## config.mk

```make
export PLATFORM = sky130hd
export DESIGN_NAME = spi_frame_arbiter
export DESIGN_NICKNAME = d
export VERILOG_FILES = /design/src/rtl/spi_frame_arbiter.sv
export SDC_FILE = /design/constraint.sdc
export NUM_CORES = 1
export LEC_CHECK = 0
export ABC_AREA = 1
export CAP_MARGIN = 20
export CORE_MARGIN = 2
export CORE_UTILIZATION = 45
export DETAILED_ROUTE_END_ITERATION = 10
export DONT_BUFFER_PORTS = 1
export SYNTH_ARGS = -nofsm -noshare
export SYNTH_HDL_FRONTEND = slang
export SYNTH_SLANG_ARGS = --single-unit
```

## constraint.sdc

```tcl
create_clock -name clk -period 1.5 [get_ports clk]
set_input_delay 0.3 -clock clk [delete_from_list [all_inputs] [get_ports clk]]
set_output_delay 0.3 -clock clk [all_outputs]
set_load 0.02 [all_outputs]
```

## src/rtl/spi_frame_arbiter.sv

```systemverilog
// spi_frame_arbiter
// Round-robin scheduler that shares one 16-bit SPI frame engine between
// NREQ requesters. A frame is accepted on a valid/ready handshake, the
// engine is launched with a one-cycle start pulse plus a one-hot select,
// and the arbiter waits for done (or a timeout) before enforcing a
// CS-high gap and returning to IDLE for the next grant.

module spi_frame_arbiter #(
  parameter int NREQ           = 2,
  parameter int FRAME_W        = 16,
  parameter int GAP_CYCLES     = 20,
  parameter int TIMEOUT_CYCLES = 4096
) (
  input  logic                    clk,
  input  logic                    resetn,
  input  logic [NREQ-1:0]         req_valid,
  input  logic [NREQ*FRAME_W-1:0] req_frame,
  output logic [NREQ-1:0]         req_ready,
  output logic                    spi_start,
  output logic [FRAME_W-1:0]      spi_frame,
  output logic [NREQ-1:0]         spi_sel,
  input  logic                    spi_done,
  output logic                    arb_busy,
  output logic                    timeout_pulse,
  output logic [7:0]              timeout_count
);

  localparam int PTR_W = (NREQ > 1) ? $clog2(NREQ) : 1;
  localparam int TMR_W = (TIMEOUT_CYCLES > 1) ? $clog2(TIMEOUT_CYCLES) : 1;
  localparam int GAP_W = (GAP_CYCLES > 1) ? $clog2(GAP_CYCLES) : 1;

  localparam logic [PTR_W-1:0] PTR_LAST = PTR_W'(NREQ - 1);
  localparam logic [TMR_W-1:0] TMR_LAST = TMR_W'(TIMEOUT_CYCLES - 1);
  localparam logic [GAP_W-1:0] GAP_LAST = GAP_W'((GAP_CYCLES > 0) ? GAP_CYCLES - 1 : 0);

  typedef enum logic [1:0] {
    ST_IDLE,
    ST_START,
    ST_WAIT_DONE,
    ST_GAP
  } state_t;

  state_t               state_q, state_d;
  logic [PTR_W-1:0]     rr_ptr_q, rr_ptr_d;
  logic [NREQ-1:0]      sel_q, sel_d;
  logic [FRAME_W-1:0]   frame_q, frame_d;
  logic [TMR_W-1:0]     timer_q, timer_d;
  logic [GAP_W-1:0]     gap_cnt_q, gap_cnt_d;
  logic [7:0]           to_cnt_q, to_cnt_d;

  logic                 grant_found;
  logic [PTR_W-1:0]     grant_idx;
  logic [NREQ-1:0]      grant_oh;
  logic [FRAME_W-1:0]   grant_frame;

  // Round-robin pick: first valid index at or above rr_ptr, else wrap to the lowest valid below it.
  always_comb begin
    grant_found = 1'b0;
    grant_idx   = '0;
    grant_oh    = '0;
    grant_frame = '0;
    for (int j = 0; j < NREQ; j++) begin
      if (!grant_found && req_valid[j] && (PTR_W'(j) >= rr_ptr_q)) begin
        grant_found = 1'b1;
        grant_idx   = PTR_W'(j);
        grant_oh[j] = 1'b1;
        grant_frame = req_frame[j*FRAME_W +: FRAME_W];
      end
    end
    for (int j = 0; j < NREQ; j++) begin
      if (!grant_found && req_valid[j] && (PTR_W'(j) < rr_ptr_q)) begin
        grant_found = 1'b1;
        grant_idx   = PTR_W'(j);
        grant_oh[j] = 1'b1;
        grant_frame = req_frame[j*FRAME_W +: FRAME_W];
      end
    end
  end

  // Next-state and output logic for the IDLE/START/WAIT_DONE/GAP sequencer.
  always_comb begin
    state_d       = state_q;
    rr_ptr_d      = rr_ptr_q;
    sel_d         = sel_q;
    frame_d       = frame_q;
    timer_d       = timer_q;
    gap_cnt_d     = gap_cnt_q;
    to_cnt_d      = to_cnt_q;
    req_ready     = '0;
    spi_start     = 1'b0;
    spi_sel       = '0;
    timeout_pulse = 1'b0;

    case (state_q)
      ST_IDLE: begin
        req_ready = grant_oh;
        if (grant_found) begin
          frame_d  = grant_frame;
          sel_d    = grant_oh;
          rr_ptr_d = (grant_idx == PTR_LAST) ? '0 : grant_idx + PTR_W'(1);
          state_d  = ST_START;
        end
      end

      ST_START: begin
        spi_start = 1'b1;
        spi_sel   = sel_q;
        timer_d   = '0;
        state_d   = ST_WAIT_DONE;
      end

      ST_WAIT_DONE: begin
        spi_sel = sel_q;
        timer_d = timer_q + TMR_W'(1);
        if (spi_done) begin
          gap_cnt_d = '0;
          state_d   = (GAP_CYCLES == 0) ? ST_IDLE : ST_GAP;
        end else if (timer_q == TMR_LAST) begin
          timeout_pulse = 1'b1;
          if (to_cnt_q != 8'hFF) begin
            to_cnt_d = to_cnt_q + 8'd1;
          end
          gap_cnt_d = '0;
          state_d   = (GAP_CYCLES == 0) ? ST_IDLE : ST_GAP;
        end
      end

      ST_GAP: begin
        if (gap_cnt_q == GAP_LAST) begin
          state_d = ST_IDLE;
        end else begin
          gap_cnt_d = gap_cnt_q + GAP_W'(1);
        end
      end

      default: begin
        state_d = ST_IDLE;
      end
    endcase
  end

  // State and datapath registers; reset aborts everything immediately.
  always_ff @(posedge clk or negedge resetn) begin
    if (!resetn) begin
      state_q   <= ST_IDLE;
      rr_ptr_q  <= '0;
      sel_q     <= '0;
      frame_q   <= '0;
      timer_q   <= '0;
      gap_cnt_q <= '0;
      to_cnt_q  <= '0;
    end else begin
      state_q   <= state_d;
      rr_ptr_q  <= rr_ptr_d;
      sel_q     <= sel_d;
      frame_q   <= frame_d;
      timer_q   <= timer_d;
      gap_cnt_q <= gap_cnt_d;
      to_cnt_q  <= to_cnt_d;
    end
  end

  assign spi_frame     = frame_q;
  assign arb_busy      = (state_q != ST_IDLE);
  assign timeout_count = to_cnt_q;

endmodule

```

==> results.json <==
{
  "fin_skew_ns": 0.00783,
  "startpoint_type": "flip-flop",
  "synth_area_mm2": 0.00246,
  "synth_top_area_share_pct": 46.7,
  "fin_nets": 412,
  "hp-class": "input port to flip-flop",
  "die_x_um": 78.0,
  "crit_fanout": 8,
  "crit_type": "flip-flop to primary output",
  "clk_path_buf_depth": 2,
  "drt-initial-drc-count": 63,
  "overflow": 0,
  "synth-edff-count": 0,
  "synth_area_leaders": "dfrtp_1, nand2_1, nand3_1, inv_1, ha_1",
  "max_slew_margin_pct": 75.5,
  "cellLeakagePower_uw": 0.00166,
  "design.core.area_mm2": 0.00520,
  "synth_warnings": 0,
  "synth_seq_cells": 46,
  "grt_pass1_wl_um": 9520,
  "vias": 2194,
  "drv_slew": 0,
  "viasPerCell": 5.00,
  "ys_seq_area_share_pct": 46.7,
  "clock.fmax_mhz": 597,
  "period_share_pct": 112,
  "tightestPinTransition_ns": 0.365,
  "worstSkewPairLatency_ns": 0.30,
  "syn_inst": 319,
  "die_h_um": 78.0,
  "drive_gt1_share_pct": 28.5,
  "die_area_mm2": 0.00609,
  "worstPathRequired_ns": 1.20,
  "clock_sinks": 46,
  "ios": 68,
  "cts_tree": "yes",
  "wirelength_um": 5970,
  "async_flop_share_pct": 100,
  "grt_max_degree": 47,
  "post-route-util_pct": 62.9,
  "cp-end-kind": "primary output",
  "first_pass_iters": 4,
  "synth_area_per_cell_um2": 7.73,
  "wl_met1_um": 2570,
  "finalHoldViolCount": 0,
  "numPortBuffers": 0,
  "min_period_ns": 1.67,
  "setup_slack_ns": -0.174,
  "grt_antenna_before_repair": 0,
  "topRoutingLayerUsed": "met4",
  "area_delta_synth_final_pct": 32.8,
  "met3_wirelength_um": 324,
  "status": "complete, but fails checks",
  "htreeDepth": 2,
  "power_density_mw_per_mm2": 1750,
  "tns_ns": -1.37,
  "violations": "negative setup slack",
  "wl_met2_um": 3010,
  "cap_violations": 0,
  "grt_pass1_vias": 2024,
  "r2r_setup_slack_ns": -0.13,
  "ant_nets": 0,
  "grt_usage_pct": 19.8,
  "yosysTopAreaCell": "dfrtp_1",
  "rsz0062_at_grt": "true",
  "avgRoutedWirePerCell_um": 13.6,
  "place.gp.congestion": 0.837,
  "syn_nets": 363,
  "vdd_ir_drop_max_mv": 1.06,
  "antennaDiodeCount": 0,
  "cp_data_arrival_time_ns": 1.37,
  "clkTransAtPathRegs_ns": 0.09,
  "drcViolationCount": 0,
  "setup_viol": 21,
  "cts-root-buf": "clkbuf_8",
  "initial_core_util_pct": 47.4,
  "ys.flop_type": "dfrtp_1",
  "row_count": 26,
  "numCtsBuffers": 5,
  "dpl.hpwl_um": 3850,
  "synth.distinct_cells": 27
}
placed cells by master, fill, tap and decap left out, types with 8 or more instances in the layout:
cell	instances
nor2_1	18
nand2_4	9
buf_6	9
inv_1	20
nand2_2	8
a21oi_1	10
nand2_1	109
buf_4	31
nand3_1	37
dfrtp_1	46
synth_stat cells (2+ instances only):
cell type,count
ha_1,7
a21oi_1,11
buf_2,2
a31oi_1,2
nor2_2,5
xnor2_1,3
nand2_2,2
dfrtp_1,46
inv_1,28
o21ai_0,6
nor2_4,3
a21boi_0,2
nand3_1,41
nor3_1,3
nor2_1,21
nand2_4,2
nand3b_1,3
nand2_1,122
inv_2,2
per-layer routing:
layer  up-vias  GRT usage [%]
li1       1111              -
met1      1026           26.7
met2        51           30.9
met3         6           5.86
met4         0           5.96
met5         -              0
per-stage QoR:
step | hold WS, ns | setup slack, ns | power (uW) | cells | cell area, um2
finish | 0.114 | -0.174 | 5720 | 439 | 3270
global route | 0.112 | -0.233 | 6130 | 439 | 3270
CTS | 0.104 | -0.218 | 5480 | 431 | 3090
detailed placement | 0.00582 | -0.0375 | 3980 | 408 | 2720
global placement | 0.00577 | 0.0242 | 3940 | 408 | 2720
floorplan | 0.00441 | 0.000858 | 3370 | 319 | 2480
layout make-up:
type,count,area [um2]
Clock inverter,3,45.0
Multi-Input combinational cell,240,1360
Timing Repair inverter,1,8.76
Clock buffer,5,68.8
Sequential cell,46,1150
Timing Repair Buffer,44,419
Tap cell,70,87.6
Fill cell,453,1930
Inverter,30,135
sequential cells by signal, indices dropped and copies added (netlist names):
name           cells
timeout_count      8
sel_q              2
rr_ptr_q           1
state_q            2
timer_q           12
spi_frame         16
gap_cnt_q          5
worst max-delay path, cell delays in order, from the launching register on:
cell	delay [ns]
dfrtp_1	0.37
ha_2	0.21
nand2_4	0.06
nor2_4	0.11
nand3_4	0.11
nor2_8	0.20
final timing paths:
kind | from | end | cells past startpoint
setup / recovery | timer_q[0] | timeout_pulse | 5
hold / removal | req_frame[3] | spi_frame[3] | 2
setup reg to reg | timer_q[0] | timeout_count[3] | 10
hold reg to reg | gap_cnt_q[4] | gap_cnt_q[4] | 2
max in group asynchronous | resetn | timeout_count[4] | 2
min in group asynchronous | resetn | timer_q[10] | 2
where the power goes:
part	internal (uW)	switching, uW	total [uW]
sequential	1580	531	2110
clock	496	448	944
combinational	1160	1500	2660
cells by family after synthesis:
logic type      Yosys count  share of synthesized area, %
compound gates           21                          4.57
flops                    46                          46.7
xor+xnor                  4                          1.42
simple gates            207                          38.0
buf+inv                  34                          5.74
fa+ha+maj                 7                          3.55
timing repair:
| item | CTS | global route |
|---|---|---|
| buffers inserted | 12 | 7 |
| pin swaps | 9 | 18 |
| gates resized for setup | 31 | 35 |
| cloned | 1 | 2 |
| hold endpoints to repair | 46 | 0 |
| endpoints found under the setup margin | 9 | 32 |
| hold buffers | 2 | 0 |
(Power assumes the default switching activity.)
